File: config.mk
export PLATFORM = sky130hd
export DESIGN_NAME = pwm_compare_flat
export DESIGN_NICKNAME = d
export VERILOG_FILES = /design/src/rtl/pwm_compare_if.sv /design/src/rtl/pwm_compare.sv /design/src/flat_wrapper.sv
export SDC_FILE = /design/constraint.sdc
export NUM_CORES = 1
export LEC_CHECK = 0
export CAP_MARGIN = 20
export CELL_PAD_IN_SITES_DETAIL_PLACEMENT = 1
export CELL_PAD_IN_SITES_GLOBAL_PLACEMENT = 2
export CORE_ASPECT_RATIO = 0.7
export CORE_UTILIZATION = 31
export DETAILED_ROUTE_END_ITERATION = 10
export GPL_TIMING_DRIVEN = 0
export HOLD_SLACK_MARGIN = 0.05
export PLACE_DENSITY = 0.81
export SETUP_SLACK_MARGIN = 0.5
export SLEW_MARGIN = 20
export SYNTH_ARGS = -nofsm -noshare
export SYNTH_HDL_FRONTEND = slang
export SYNTH_SLANG_ARGS = --single-unit
File: constraint.sdc
create_clock -name clk -period 3.7 [get_ports clk]
set_clock_uncertainty 0.05 [all_clocks]
set_input_delay 0.74 -clock clk [delete_from_list [all_inputs] [get_ports clk]]
set_output_delay 0.74 -clock clk [all_outputs]
set_load 0.05 [all_outputs]
File: src/rtl/pwm_compare_if.sv
// Duty-cycle handshake between a duty source and pwm_compare.
// master drives data/valid, slave returns ready.
interface pwm_compare_if #(
  parameter int G_WIDTH = 4
);
  logic [G_WIDTH:0] duty_data;
  logic             duty_valid;
  logic             duty_ready;

  modport master (
    output duty_data,
    output duty_valid,
    input  duty_ready
  );

  modport slave (
    input  duty_data,
    input  duty_valid,
    output duty_ready
  );
endinterface

File: src/rtl/pwm_compare.sv
// PWM comparator against an upstream free-running counter.
// Sticky period irq is built only with PWM_COMPARE_IRQ_EN.
module pwm_compare #(
  parameter int G_WIDTH = 4
) (
  input  logic               clk,
  input  logic               reset,
  input  logic [G_WIDTH-1:0] count_in,
  input  logic               enable,
  pwm_compare_if.slave       duty,
  input  logic               irq_clr,
  output logic               pwm_out,
  output logic               period_start,
  output logic               irq
);

  localparam logic [G_WIDTH:0] FULL =
    {1'b1, {G_WIDTH{1'b0}}};

  typedef enum logic [1:0] {
    IDLE,
    ARMED,
    RUN
  } state_t;

  state_t             state;
  logic [G_WIDTH-1:0] count_prev;
  logic [G_WIDTH:0]   pending;
  logic [G_WIDTH:0]   active_duty;
  logic [G_WIDTH:0]   duty_nx;
  logic               pending_full;
  logic               pend_nx;
  logic               wrap;
  logic               take;
  logic               load;
  logic               hit;

  // Wrap detect, buffer moves and the duty for the next compare
  always_comb begin
    wrap    = count_in < count_prev;
    take    = duty.duty_valid & duty.duty_ready;
    load    = pending_full & ((state == IDLE) | wrap);
    duty_nx = active_duty;
    if (load) begin
      duty_nx = pending[G_WIDTH] ? FULL : pending;
    end
    pend_nx = take | (pending_full & ~load);
    hit     = {1'b0, count_in} < duty_nx;
  end

  // Control FSM with registered pwm, period pulse and duty buffer
  always_ff @(posedge clk) begin
    if (reset) begin
      state           <= IDLE;
      count_prev      <= '0;
      pending         <= '0;
      pending_full    <= 1'b0;
      active_duty     <= '0;
      duty.duty_ready <= 1'b0;
      pwm_out         <= 1'b0;
      period_start    <= 1'b0;
    end else begin
      count_prev      <= count_in;
      active_duty     <= duty_nx;
      pending_full    <= pend_nx;
      duty.duty_ready <= ~pend_nx;
      period_start    <= wrap & (state != IDLE);
      if (take) begin
        pending <= duty.duty_data;
      end
      pwm_out <= 1'b0;
      if (!enable) begin
        state <= IDLE;
      end else begin
        unique case (state)
          IDLE: state <= ARMED;
          ARMED: begin
            if (wrap) begin
              state   <= RUN;
              pwm_out <= hit;
            end
          end
          RUN: pwm_out <= hit;
          default: state <= IDLE;
        endcase
      end
    end
  end

`ifdef PWM_COMPARE_IRQ_EN
  // Sticky flag: set by a period pulse, cleared by irq_clr, set wins
  always_ff @(posedge clk) begin
    if (reset) begin
      irq <= 1'b0;
    end else if (period_start) begin
      irq <= 1'b1;
    end else if (irq_clr) begin
      irq <= 1'b0;
    end
  end
`else
  logic unused_irq_clr;
  assign unused_irq_clr = irq_clr;
  assign irq = 1'b0;
`endif

endmodule

File: src/flat_wrapper.sv
// flat-port wrapper written by rule: the top's interface ports become plain ports
module pwm_compare_flat 
#(
  parameter int G_WIDTH = 4
)
  (clk, reset, count_in, enable, irq_clr, pwm_out, period_start, irq, duty_duty_data, duty_duty_valid, duty_duty_ready);
  pwm_compare_if #(.G_WIDTH(G_WIDTH)) duty_i ();
  input  logic clk;
  input  logic reset;
  input  logic [G_WIDTH-1:0] count_in;
  input  logic enable;
  input  logic irq_clr;
  output logic pwm_out;
  output logic period_start;
  output logic irq;
  input wire logic [$bits(duty_i.duty_data)-1:0] duty_duty_data;
  input wire logic [$bits(duty_i.duty_valid)-1:0] duty_duty_valid;
  output wire logic [$bits(duty_i.duty_ready)-1:0] duty_duty_ready;
  assign duty_i.duty_data = duty_duty_data;
  assign duty_i.duty_valid = duty_duty_valid;
  assign duty_duty_ready = duty_i.duty_ready;
  pwm_compare #(.G_WIDTH(G_WIDTH)) u_core (.clk(clk), .reset(reset), .count_in(count_in), .enable(enable), .duty(duty_i), .irq_clr(irq_clr), .pwm_out(pwm_out), .period_start(period_start), .irq(irq));
endmodule
==> flow_results.org, run 1 <==
** Timing
- Final critical-path share of the clock period :: between 80 and 90%
- At the pin with the least slew margin, the transition time is slightly below 0.5 ns.
- Worst Slack Setup Final :: around 0.6 ns
- The hold violation count in the final report was 0.
- Post-layout min period :: between 3 and 4 ns
- Derived from the worst setup path, the maximum achievable clock frequency is around 0.32 GHz.
- The number of max-slew violations in the final report is 0.
- Setup violations remaining at the end of the flow were counted as 0.
- Measured against its own limit, the worst slew margin works out to around two thirds.
- Setup repair after global routing left no endpoint under its margin.

** Setup path
- Worst path cell trace :: dlygate4sd2_1, ha_1, o211ai_2, o21a_2, o2111ai_2, and2_4, ha_1, o211a_1, a211oi_2, o211ai_2, a211oi_2
- CP Launch Point :: count_in[1]
- The worst setup path is launched from an input pin.
- RR Startpoint :: u_core.count_prev[1]$_SDFF_PP0_
- Highest fanout seen on the critical path :: 4
- Worst Path Required :: ~3.8 ns
- Arrival time at the worst endpoint :: roughly 3.2 ns
- Critical path class :: input pin to flip-flop
- For the worst flop-to-flop path, the logic depth is 11.
- Crit. End Element :: flip-flop
- Master of the slowest instance on the critical path :: ha_1
- Highest cell delay on the worst timing path :: 0.30 ns
- The worst register-to-register path has a setup slack of 1.02 ns.
- In this run the critical register-to-register path is captured at u_core.pwm_out$_SDFF_PP0_.

** Logic synthesis
- The cell area that synthesis handed to floorplanning was roughly 1000 um2.
- Register bit count reported by yosys :: 20
- The netlist uses 28 different library cells.
- Yosys warning total :: 0
- In this run the biggest area consumer among cell types represents a little under 40% of the synthesized area.
- Sequential share of the synthesized area :: 38.46%
- Total nets after synthesis :: 133
- The average instance in the mapped netlist occupies roughly 9.6 um2.
- Top area cells in the synthesized netlist :: dfxtp_1 (38%), ha_1 (12%), a21oi_1 (6.7%)
- Cells after synthesis :: between 100 and 150
- dfxtp_1 takes more of the synthesized area than any other cell.

** Cells and area
- Compared with the post-synthesis result, the final layout area differs by 33.53%.
- Filler cell count in the final layout :: roughly 360
- Leaving out fill and tap cells, the most frequent cell in the layout is dfxtp_1.
- Most frequent cells in the layout :: dfxtp_1 (20), a21oi_1 (13), nand2_1 (11)
- At the end of the flow, the number of nets in the layout was 157.
- Register cell area after layout :: 400.4 um2
- The finished layout holds 170 standard cells, fillers aside.
- Count of antenna diodes in the layout :: 0
- In the final layout, the share of cells above drive strength 1 is 21.97%.
- Combined area of the multi-input logic cells :: ~650 um2

** Power
- IR analysis of the VDD net gives a maximum drop of 0.1562 mV.
- Summed over all nets, the switching power comes to 0.1377 mW.
- Sequential power share :: between 40% and 50%
- Combinational share of power :: about 20%
- Net switching is around 28% of the power.
- Clock Power Share :: approximately 34%
- Power spread over the standard cell area amounts to 360.1 nW/um2.
- LEAKAGE :: 0.5347 nW
- The internal portion of the total power is roughly 0.36 mW.

** Place
- The number of placed instances, taps included, is between 150 and 200.
- Summed over all nets, the half-perimeter wirelength after detailed placement is roughly 1.9 mm.
- Post-Place Worst Slack :: -0.04248 ns
- Routability-driven placement finished with a final weighted congestion of between 0.6 and 0.7.
- Number of I/O port buffers :: 14

** Clock tree
- In this run the deepest clock path goes through 2 buffers.
- CTS built an H-tree with a depth of 1.
- After clock tree synthesis, the clock-pin slew on the worst setup and hold paths is 0.08 ns.
- CTS Buf Count :: 3
- Clock latency of the later-clocked register in the worst-skew pair :: 0.27 ns
- Clock tree root driver cell :: clkbuf_8
- The clock drives 20 sinks.
- TritonCTS clock tree :: yes

** Job
- Max-cap violations in this run came to 0.

** Die
- Horizontal die dimension :: roughly 71 um
- Area of the core region :: between 3000 and 4000 um2
- Total die area :: approximately 3600 um2
- Starting Density :: around a third
- Pin placement for this block handled 18 I/O pins.
- The floorplan has 17 rows.
- The floorplan step set the die height to roughly 50 um.

** GRT
- Global routing finished with a remaining overflow of 0.
- Pin count of the biggest net entering global routing :: 12
- Overall routing resource usage :: between 10% and 20%
- Initial antenna violation count :: 0
- Via count of the first global-routing pass :: 932
- First-pass GRT wire length :: about 4.3 mm

** Worst hold path
- Startpoint of the worst hold path :: u_core.pending[1]$_SDFFE_PP0P_
- Number of stages on the worst hold path :: 2
- In this run the worst hold path is classified as flip-flop to flip-flop.
- The worst hold path terminates at u_core.pending[1]$_SDFFE_PP0P_.

** Status
- The run finished, with violations left.
- Violated checks :: design-rule violations

** Route
- Final ANT Viol Nets :: 0
- After detailed routing, the number of vias per cell comes to about 5.2.
- Wires add up to 2.580 mm.
- Dividing the detail-routed wire length by the instance count gives 15.18 um.
- Total vias in the final route :: around 890
- For this block, the initial DRC count from the detailed router was 38.
- Drt first pass iters :: 7
- Remaining design rule violation count :: 1
cell usage after synthesis:
cell type   n
mux2i_1     1
a2111oi_4   1
nor3b_2     1
a221oi_1    1
clkbuf_1    2
dfxtp_1    20
o211a_1     2
a211oi_2    2
and2_1      3
o21ai_1     1
buf_4       3
nor2b_1     5
o221ai_2    1
o21a_2      1
inv_1       6
ha_1       10
nor3_1      1
o2111ai_1   4
and2b_2     1
a21o_2      1
o21ai_0     1
nand2_1    11
o211ai_1    1
nand3_1    10
o211ai_2    3
conb_1      1
a21oi_1    14
a21o_1      1
power groups by stage:
stage | combinational, mW | sequential, mW | clock [mW]
6_report | 0.101 | 0.229 | 0.171
5_1_grt | 0.110 | 0.230 | 0.190
4_1_cts | 0.0995 | 0.229 | 0.175
3_5_place_dp | 0.0866 | 0.234 | 0
3_3_place_gp | 0.0820 | 0.233 | 0
2_1_floorplan | 0.0513 | 0.237 | 0
timing repair:
item                                    CTS  global route
hold buffers                              0             0
endpoints found under the setup margin    1             1
setup buffers                             5             0
resized for setup                         8             5
pin swaps                                 5             5
registers in the layout, indices dropped and copies added (netlist names):
signal                  cells
u_core.active_duty          5
u_core.pending              5
u_core.count_prev           4
u_core.state                2
u_core.duty.duty_ready      1
u_core.pending_full         1
u_core.period_start         1
u_core.pwm_out              1
cell families after synthesis:
logic type,share of synthesized area [%]
other cells,0.3602
fa+ha+maj,12.02
mux,0.9616
buf+inv,5.048
simple gates,16.11
compound gates,27.04
flops,38.46
cell type report:
class	count	share of cell area, %
Buffer	5	2.160
Clock buffer	4	3.960
Inverter	6	1.620
Multi-Input combinational cell	78	47.07
Sequential cell	20	28.80
Tap cell	38	3.420
Timing Repair Buffer	19	12.96
worst max-delay path, delay by kind of cell:
family,cells,cell delay (ns)
AO/OA/AOI/OAI,7,1.47
adder cells (fa/ha/maj),2,0.57
buffers and inverters,1,0.27
AND/OR/NAND/NOR,1,0.16
through the flow:
step                      total power, mW  hold slack, ns  TNS [ns]  utilization (%)  cell area, um2
after global routing               0.5293          0.4543         0            43.86            1390
after CTS                          0.5033          0.4192         0            43.03            1364
after detailed placement           0.3202          0.4088  -0.04248            38.77            1229
after global placement             0.3152          0.4024  -0.01299            38.77            1229
final                              0.5005          0.4229         0            43.86            1390
after floorplan                    0.2879          0.3866         0                -            1041
layer usage:
metal	vias up	share of wire [%]	global-route usage [%]
met1	431	48	20.99
li1	438	-	-
met2	19	46	26.67
met4	0	0.89	4.000
met5	-	0	0
met3	4	4.4	4.819
how the worst max path moves through the flow:
stage                                     end  slack [ns]  cells after the start
floorplan           u_core.pwm_out$_SDFF_PP0_        0.72                     10
CTS                 u_core.pwm_out$_SDFF_PP0_        0.52                     11
global route        u_core.pwm_out$_SDFF_PP0_        0.51                     11
global placement    u_core.pwm_out$_SDFF_PP0_       -0.01                     11
detailed placement  u_core.pwm_out$_SDFF_PP0_       -0.04                     11
finish              u_core.pwm_out$_SDFF_PP0_        0.62                     11
Power figures use the tool's default switching activity.
==> run 2: changes to the inputs <==
Clock period 3.7 ns to 3.1 ns, I/O delays scaled along.
==> flow_results.org, run 2 (synthesized netlist as in run 1, its figures left out) <==
** Setup path
- Highest fanout seen on the critical path :: 6 (+2)
- Flop2flop setup slack :: 0.42 ns (-0.60 ns)
- Crit. End Element :: flip-flop
- RR Startpoint :: u_core.count_prev[3]$_SDFF_PP0_
- The number of cells on the worst reg-to-reg path came to 11 (unchanged).
- Critical path launch point type :: input pin
- The data required time of the critical path was 3.23 ns (-0.61 ns).
- FF-to-FF End :: u_core.pwm_out$_SDFF_PP0_
- The data arrival time of the worst path came to 2.85 ns (-0.38 ns).
- The critical path is of the input pin to flip-flop type.

** Timing
- Final critical-path share of the clock period :: roughly 88%
- Highest Clock Rate :: ~0.37 GHz
- Worst Max-Slew Pin Slew :: 0.4972 ns (-0.00005865 ns)
- Post-layout min period :: ~2.7 ns
- Setup repair after global routing could not meet its margin everywhere.
- Final Max Tran Viols :: 0 (unchanged)
- Headroom to the max-slew limit :: 66.75% (about the same)
- The hold violation count in the final report came to 0 (unchanged).
- Setup-violating endpoint count in the final report :: 0 (unchanged)
- Final-layout setup total negative slack :: 0 ns (unchanged)

** Cells and area
- The largest registers in the layout are u_core.active_duty: 5 flops, u_core.pending: 5 flops, u_core.count_prev: 4 flops.
- Most frequent standard cell in the layout excluding fill and tap cells :: dfxtp_1
- Count of antenna diodes in the layout :: 0 (unchanged)
- The final cell utilization of the core is 46.70% (+2.8 points).
- Post-synthesis to final-layout area growth :: 42.19%
- Nets@finish :: 160 (+1.9%)
- Most frequent cells in the layout :: dfxtp_1 (20), a21oi_1 (13), nand2_1 (11)
- Filler cell count in the final layout :: 367 (+1.1%)
- The proportion of layout cells with a drive suffix above 1 is 30.60% (+8.6 points).

** Route
- The routed wirelength normalized by instance count came to 16.02 um (+5.6%).
- The amount of wire on met2 after detailed routing was 1.334 mm (+12%).
- Remaining design rule violation count :: 1 (unchanged)
- Final ANT Viol Nets :: 0 (unchanged)
- Number of vias per cell :: 5.262 (+0.28%)
- The number of optimization iterations in the first detailed-route pass came to 7 (unchanged).
- Top sig layer :: met4
- Routed met3 length :: 101 um (-11%)
- Post-detailed-routing wire length :: 2.756 mm (+6.8%)
- The count of routing violations after the opening detailed-route iteration was 8 (-79%).
- The total vias in the final route was 905 (+1.5%).
- Met1 routed wirelength after detailed routing :: 1.307 mm (+4.6%)

** Die
- Vertical extent of the die :: 50.49 um (unchanged)
- Top-Level Pins :: 18 (unchanged)
- Starting Density :: 32.85% (unchanged)
- Num rows :: 17 (unchanged)
- The die span in x is 71.26 um (unchanged).
- The total die area was 3598 um2 (unchanged).
- The core footprint was 3169 um2 (unchanged).

** Power
- The worst supply voltage drop on vdd came to 0.1605 mV (+2.8%).
- The switching power of the nets is 0.1662 mW (+21%).
- Combinational share of power :: 24.1% (+4.0 points)
- Internal power of the cells :: 0.4189 mW (+15%)
- Areal power density over the cells :: 395.3 nW/um2 (+9.8%)
- LEAKAGE :: 0.5344 nW (about the same)
- The switching share of power was 28.41% (+0.91 points).
- Sequential power share :: 46.8% (+1.1 points)
- Clock Power Share :: 29.1% (-5.0 points)

** GRT
- The first-pass GRT wire length came to 4.609 mm (+6.2%).
- Pin count of the biggest net entering global routing :: 11 (-1)
- The initial antenna violation count was 0 (unchanged).
- The total congestion overflow after global routing is 0 (unchanged).
- The via count of the first global-routing pass is 937 (+0.54%).
- The global routing usage summed across all routing layers came to 17.23% (+0.98 points).

** Worst hold path
- The count of cells along the worst hold path was 2 (unchanged).
- The tightest min-delay check is of the flip-flop to flip-flop type.
- Startpoint of the worst hold path :: u_core.active_duty[2]$_SDFF_PP0_
- Endpoint of the worst hold-timing path :: u_core.active_duty[2]$_SDFF_PP0_

** Job
- The count of max-cap constraint violations is 0 (unchanged).

** Clock tree
- Clock Pin Slew Worst Setup and Hold Paths :: 0.07 ns (about the same)
- The number of H-tree branching levels came to 1 (unchanged).
- The count of hold buffers inserted by post-cts repair came to 0 (unchanged).
- The cell sitting at the root of the clock tree is a clkbuf_8.
- CTS Buf Count :: 3 (unchanged)
- Max Root-Sink Buffers :: 2 (unchanged)
- Clock latency of the later-clocked register in the worst-skew pair :: 0.26 ns (about the same)
- TritonCTS built the clock tree.
- The number of sinks handled by clock tree synthesis is 20 (unchanged).

** Status
- The flow ran to the end, but the final reports show violations.
- Violated checks :: design-rule violations

** Place
- The number of buffers inserted by port buffering came to 14 (unchanged).
- Half-perimeter wire length after detailed placement :: 1.981 mm (+2.0%)
- Weighted congestion reported at the end of routability-driven placement :: 0.7543 (+8.3%)
[run 2: cell types whose count changed in the layout (fill, tap and decap cells not counted), moves of 2 or more]
| cell | before | now |
|---|---|---|
| ha_1 | 8 | 5 |
| ha_4 | 2 | 4 |
| nand3_1 | 10 | 8 |
| buf_6 | 0 | 3 |
| buf_4 | 8 | 10 |
| dlymetal6s2s_1 | 2 | 0 |
| nand3_2 | 0 | 2 |
| dlygate4sd2_1 | 2 | 0 |
[run 2: worst max-delay path: stages]
cell and delay [ns]:
buf_8 0.10, ha_4 0.28, o211ai_4 0.11, o211ai_4 0.29
nand3_2 0.12, and2_4 0.18, ha_4 0.25, a2111oi_4 0.39
a21o_1 0.18, o211ai_2 0.10, a211oi_2 0.21
[run 2: power groups by stage]
stage | logic, mW | registers [mW] | clock network [mW]
global placement | 0.104 | 0.278 | 0
CTS | 0.140 | 0.274 | 0.177
detailed placement | 0.110 | 0.279 | 0
global route | 0.153 | 0.275 | 0.190
floorplan | 0.0667 | 0.283 | 0
finish | 0.141 | 0.274 | 0.170
[run 2: metal layers]
metal  up-vias  track usage [%]
met2        19            30.48
met3         2            5.020
met5         -                0
met4         0            3.000
li1        444                -
met1       440            21.03
[run 2: worst max-delay path by stage]
stage,start,endpoint,slack [ns],cells past startpoint
global placement,count_in[2],u_core.pwm_out$_SDFF_PP0_,-0.37,11
floorplan,count_in[1],u_core.pwm_out$_SDFF_PP0_,0.41,10
CTS,count_in[3],u_core.pwm_out$_SDFF_PP0_,0.38,11
detailed placement,count_in[1],u_core.pwm_out$_SDFF_PP0_,-0.45,11
global route,count_in[3],u_core.pwm_out$_SDFF_PP0_,0.32,12
finish,count_in[3],u_core.pwm_out$_SDFF_PP0_,0.39,11
[run 2: final cells by class]
| cell class | instances | area, um2 | area share [%] |
|---|---|---|---|
| Timing Repair Buffer | 22 | 206.4 | 13.95 |
| Inverter | 6 | 22.52 | 1.522 |
| Clock buffer | 3 | 41.29 | 2.790 |
| Buffer | 5 | 30.03 | 2.029 |
| Sequential cell | 20 | 400.4 | 27.05 |
| Tap cell | 38 | 47.55 | 3.212 |
| Multi-Input combinational cell | 78 | 732.0 | 49.45 |
[run 2: through the flow]
step	cells	hold WS (ns)	setup WS [ns]	total power, mW	instance area (um2)
2_1_floorplan	109	0.3870	0.4064	0.3493	1085
3_3_place_gp	161	0.4024	-0.3699	0.3825	1272
3_5_place_dp	161	0.4187	-0.4511	0.3887	1272
4_1_cts	169	0.4319	0.3822	0.5899	1453
5_1_grt	172	0.4457	0.3224	0.6178	1480
6_report	172	0.4179	0.3856	0.5851	1480
[run 2: repair_timing]
action | in CTS | in global routing
resized for setup | 34 | 3
cloned | 0 | 0
pin swaps | 15 | 9
setup buffers | 5 | 3
setup endpoints to repair | 1 | 1
